[config.mk]
export PLATFORM = sky130hd
export DESIGN_NAME = spi_slave_chip_if
export DESIGN_NICKNAME = d
export VERILOG_FILES = /design/src/rtl/spi_slave_chip_if.sv
export SDC_FILE = /design/constraint.sdc
export NUM_CORES = 1
export LEC_CHECK = 0
export BUFFER_PORTS_ARGS = -buffer_cell sky130_fd_sc_hd__buf_2
export CORE_MARGIN = 2
export CORE_UTILIZATION = 40
export DETAILED_ROUTE_END_ITERATION = 8
export GPL_TIMING_DRIVEN = 0
export PLACE_DENSITY = 0.56
export RECOVER_POWER = 100
export SYNTH_ARGS = -nofsm -noshare
export SYNTH_HDL_FRONTEND = slang
export SYNTH_SLANG_ARGS = --single-unit
[constraint.sdc]
create_clock -name CLK -period 2.3 [get_ports CLK]
set_input_delay 0.345 -clock CLK [delete_from_list [all_inputs] [get_ports CLK]]
set_output_delay 0.345 -clock CLK [all_outputs]
set_load 0.01 [all_outputs]
[src/rtl/spi_slave_chip_if.sv]
// spi_slave_chip_if: SPI mode-0 chip-side responder, oversampled in the CLK domain, MSB first.
// Optional SPI_SLV_ECHO_EN: with no tx word queued, reply with the last received word instead of IDLE_WORD.
module spi_slave_chip_if #(
    parameter int WORD_W = 32,
    parameter int SYNC_STAGES = 2,
    parameter logic [WORD_W-1:0] IDLE_WORD = '0
) (
    input  logic              CLK,
    input  logic              rst_n,
    input  logic              spi_sck,
    input  logic              spi_cs,
    input  logic              spi_mosi,
    output logic              spi_miso,
    output logic [WORD_W-1:0] rx_data,
    output logic              rx_valid,
    input  logic              rx_ready,
    input  logic [WORD_W-1:0] tx_data,
    input  logic              tx_valid,
    output logic              tx_ready,
    output logic              rx_ovf,
    output logic              frame_err,
    output logic              busy
);
    localparam int CW = $clog2(WORD_W);
    typedef enum logic [1:0] {IDLE, LOAD, SHIFT} state_t;
    state_t state_q, state_d;
    logic [SYNC_STAGES-1:0] sck_sync, cs_sync, mosi_sync;
    logic sck_s, cs_s, mosi_s, sck_q, cs_q, rise_f, mosi_q, reload_pend;
    logic rise_c, fall_c, cs_fall, word_end, reload_now, load_now;
    logic [WORD_W-2:0] shift_rx;
    logic [WORD_W-1:0] shift_tx, rx_next, fill_word, load_word;
    logic [CW-1:0] bit_cnt;
`ifdef SPI_SLV_ECHO_EN
    logic have_rx;
`endif
    assign sck_s = sck_sync[SYNC_STAGES-1];
    assign cs_s = cs_sync[SYNC_STAGES-1];
    assign mosi_s = mosi_sync[SYNC_STAGES-1];
    assign busy = ~cs_s;
    always_comb begin
        rise_c = sck_s & ~sck_q;
        fall_c = ~sck_s & sck_q;
        cs_fall = ~cs_s & cs_q;
        rx_next = {shift_rx, mosi_q};
        word_end = (state_q == SHIFT) & rise_f & (bit_cnt == CW'(WORD_W - 1));
        reload_now = (state_q == SHIFT) & ~cs_s & fall_c & reload_pend;
        load_now = (state_q == LOAD) | reload_now;
`ifdef SPI_SLV_ECHO_EN
        fill_word = have_rx ? rx_data : IDLE_WORD;
`else
        fill_word = IDLE_WORD;
`endif
        load_word = tx_valid ? tx_data : fill_word;
        tx_ready = load_now & tx_valid;
        state_d = (state_q == IDLE) ? (cs_fall ? LOAD : IDLE) :
                  (state_q == LOAD) ? SHIFT : (cs_s ? IDLE : SHIFT);
    end
    always_ff @(posedge CLK) begin
        if (!rst_n) begin
            sck_sync <= '0;
            cs_sync <= '1;
            mosi_sync <= '0;
            sck_q <= 1'b0;
            cs_q <= 1'b1;
            rise_f <= 1'b0;
            mosi_q <= 1'b0;
            state_q <= IDLE;
            bit_cnt <= '0;
            reload_pend <= 1'b0;
            shift_rx <= '0;
            shift_tx <= '0;
            rx_data <= '0;
            rx_valid <= 1'b0;
            rx_ovf <= 1'b0;
            frame_err <= 1'b0;
            spi_miso <= 1'b0;
`ifdef SPI_SLV_ECHO_EN
            have_rx <= 1'b0;
`endif
        end else begin
            sck_sync <= {sck_sync[SYNC_STAGES-2:0], spi_sck};
            cs_sync <= {cs_sync[SYNC_STAGES-2:0], spi_cs};
            mosi_sync <= {mosi_sync[SYNC_STAGES-2:0], spi_mosi};
            sck_q <= sck_s;
            cs_q <= cs_s;
            // a rise seen alongside the cs fall waits out LOAD before it is consumed
            rise_f <= rise_c | (rise_f & (state_q == LOAD));
            if (rise_c) mosi_q <= mosi_s;
            state_q <= state_d;
            rx_valid <= word_end;
            rx_ovf <= rx_ovf | (rx_valid & ~rx_ready);
            frame_err <= (state_q == SHIFT) & cs_s & (bit_cnt != '0);
            reload_pend <= (state_q == SHIFT) & ~cs_s & (word_end | (reload_pend & ~fall_c));
            if (state_q == SHIFT && rise_f) begin
                shift_rx <= rx_next[WORD_W-2:0];
                bit_cnt <= word_end ? '0 : bit_cnt + 1'b1;
            end
            if (word_end) rx_data <= rx_next;
            if (load_now) begin
                shift_tx <= load_word;
                spi_miso <= load_word[WORD_W-1];
            end else if (state_q == SHIFT && fall_c) begin
                shift_tx <= shift_tx << 1;
                spi_miso <= shift_tx[WORD_W-2];
            end
            if (state_q == SHIFT && cs_s) bit_cnt <= '0;
            if (state_q == IDLE || (state_q == SHIFT && cs_s)) spi_miso <= 1'b0;
`ifdef SPI_SLV_ECHO_EN
            have_rx <= have_rx | word_end;
`endif
        end
    end
endmodule

==> flow_summary_export.csv <==
group,metric,value,unit
sta,fin_crit_sh,94.7,%
sta,hold_violations,0,
flow_run,maxCapViolCount,0,
power,p_leak,0.00208,uW
clock_tree,cts_buffer_depth,2,
clock_tree,clk_latency,0.51,ns
synthesis,ys_seq_area_share,52.1,%
synthesis,yosys_register_bits,116,
synthesis,ys.flop_type,"dfxtp_1",
layout,nFillCells,1048,
critical_path,cp_slowest_stage_delay,0.39,ns
critical_path,setup.worst_path.class,"reg2out",
die,row_count,38,
global_route,grt_pass1_wl,16.9,mm
die,die_x,110,um
sta,setup_viol,0,
sta,fin_crit,2.18,ns
die,pin_count,77,
synthesis,synth_edf_count,0,
clock_tree,cts_tree,"done",
die,start_util,41.1,%
die,die_area,12000,sq um
sta,maxSlewHeadroom,51.0,%
detailed_routing,viasPerCell,4.97,
place,io_buffers,75,
sta,hold_ws,0.0629,ns
sta,worstMarginPinSlew,0.727,ns
sta,finalClockSkew,0.00687,ns
layout,layout-drive-gt1-share,14.5,%
worst_hold_path,hp-class,"in2reg",
synthesis,synth_warnings,0,
detailed_routing,drc,0,
worst_hold_path,min_path_cells,2,
critical_path,critical-path-slowest-cell,"dfxtp_2",
clock_tree,clock-sinks,116,
sta,fmax,459,MHz
layout,nNetsFinal,644,
detailed_routing,dr.pass1.iters,4,
sta,slew_violations,0,
clock_tree,path_clk_slew,0.05,ns
global_route,grt.total_usage,18.2,%
layout,antenna_cells,0,
synthesis,async_flop_share,0,%
clock_tree,htreeDepth,4,
global_route,grt_pass1_vias,3650,
critical_path,cp-end-kind,"output pin",
place,hpwl,7.01,mm
clock_tree,clockRootBuffer,"clkbuf_8",
power,peakVddDrop,0.571,mV
clock_tree,cts_setup_buffers,0,
global_route,grtUsageMet2,29.5,%
synthesis,synth_area_leaders,"dfxtp_1 (52%), nand2_1 (12%), a21boi_0 (6.1%)",
sta,finalSetupTns,0,ns
layout,final_cell_mix,"nand2_1 (139), dfxtp_1 (114), clkbuf_1 (61), a21boi_0 (58), buf_2 (49)",
global_route,grt_overflow,0,
synthesis,netlist.area_leader.share,52.1,%
place,gp_congestion,0.756,
die,die_h,110,um
synthesis,synth_cell_type_count,40,
layout,final_common_cell,"nand2_1",
synthesis,avgSynthCellArea,8.78,sq um
synthesis,synth_top_area_cell,"dfxtp_1",
detailed_routing,post_drt_wl_per_cell,13.5,um
critical_path,cp.required,1.96,ns
critical_path,r2r.worst_path.cells,8,
global_route,grt_max_degree,17,
layout,area_growth,25.4,%
global_route,antenna_found_initial,0,
detailed_routing,ant_nets,0,
synthesis,netlist_instances,507,
critical_path,crit_path_cell_trace,"and2b_2, a31oi_4, buf_6, nor3_1, buf_2",
detailed_routing,initialDrtViolationCount,180,
sta,rsz0062_at_grt,"no",
die,core_region_area,10800,sq um
global_route,grtUsageMet1,23.1,%
global_route,grt.met3_usage,5.45,%
critical_path,arrival,1.83,ns
status,status,"finished, final reports clean",
critical_path,start_kind,"register",
detailed_routing,drt_wl_total,10.2,mm
detailed_routing,via_count,3749,
critical_path,critPathMaxFanout,10,
power,cellPowerDensity,894,nW/um^2
global_route,busiest_layer,"met2",
synthesis,syn_nets,549,
clock_tree,numCtsBuffers,17,
synthesis,syn-cell-area,4450,sq um
power breakdown:
group | internal, uW | total, uW | switching [uW]
clock network | 1920 | 2790 | 869
logic | 69.2 | 153 | 83.9
registers | 2040 | 2050 | 14.8
logic make-up after synthesis:
kind of cell             count (synthesis)  share of synthesized area (%)
AO/OA/AOI/OAI                          141                           23.1
XOR/XNOR                                 3                          0.590
adder cells (fa/ha/maj)                  3                          0.843
buffers and inverters                   43                           4.58
flip-flops                             116                           52.1
AND/OR/NAND/NOR                        201                           18.7
Yosys cell counts (all sizes together) (3+ instances only):
cell type,instances
o21ai,33
a21boi,65
a21oi,7
clkbuf,18
inv,5
ha,3
nand2b,6
nand2,139
nor2,34
buf,20
a221oi,30
and2,6
dfxtp,116
sequential cells by signal, indices dropped and copies added, names as in the netlist:
signal,count
rx_data,32
shift_rx,31
shift_tx,31
bit_cnt,5
cs_sync,2
mosi_sync,2
sck_sync,2
state_q,2
cs_q,1
frame_err,1
mosi_q,1
reload_pend,1
rise_f,1
rx_ovf,1
rx_valid,1
sck_q,1
spi_miso,1
stage by stage:
stage               total power, uW  utilization, %  worst slack (ns)  area (sq um)  cells
floorplan                      2180               -             0.723          4450    507
global placement               2250            46.2             0.499          5000    722
detailed placement             2250            46.2             0.502          5000    722
CTS                            5050            52.0          0.000546          5640    754
global route                   5150            51.5            0.0235          5580    755
finish                         4990            51.5             0.122          5580    755
what timing repair did:
action / 4_1_cts / 5_1_grt
hold buffers: 0 / 1
cloned: 0 / 0
setup endpoints to repair: 1 / 1
resized for setup: 1 / 3
endpoints found under the hold margin: 0 / 1
final cells by class:
| class | count | area, sq um | area share [%] |
|---|---|---|---|
| inverter | 5 | 18.8 | 0.336 |
| buffer | 38 | 171 | 3.07 |
| timing repair buffer | 76 | 339 | 6.07 |
| multi-input combinational | 348 | 1920 | 34.4 |
| tap | 140 | 175 | 3.14 |
| sequential | 116 | 2320 | 41.6 |
| clock inverter | 10 | 178 | 3.18 |
| clock buffer | 22 | 453 | 8.11 |
per-layer routing:
| metal | share of wire, % | vias to the layer above | routed length (um) |
|---|---|---|---|
| met5 | 0 | - | 0 |
| met4 | 0.88 | 0 | 90 |
| met3 | 4.0 | 8 | 408 |
| met2 | 46 | 70 | 4660 |
| met1 | 49 | 1755 | 5040 |
| li1 | - | 1916 | - |
critical path, delay by kind of cell, from the launching register on:
family          cells  cell delay [ns]
compound gates      1             0.27
flops               1             0.39
simple gates        2             0.35
buf+inv             2             0.32
final timing paths:
kind | to | from | slack [ns]
worst max-delay path | tx_ready | state_q[0]$_SDFF_PN0_ | 0.12
worst min-delay path | sck_sync[0]$_SDFF_PN0_ | spi_sck | 0.06
worst max register to register | rx_data[17]$_SDFFE_PN0N_ | bit_cnt[1]$_SDFFE_PP0P_ | 0.22
worst min register to register | cs_sync[1]$_SDFF_PN1_ | cs_sync[0]$_SDFF_PN1_ | 0.41
Note: power is estimated with default switching activity, not from simulation.
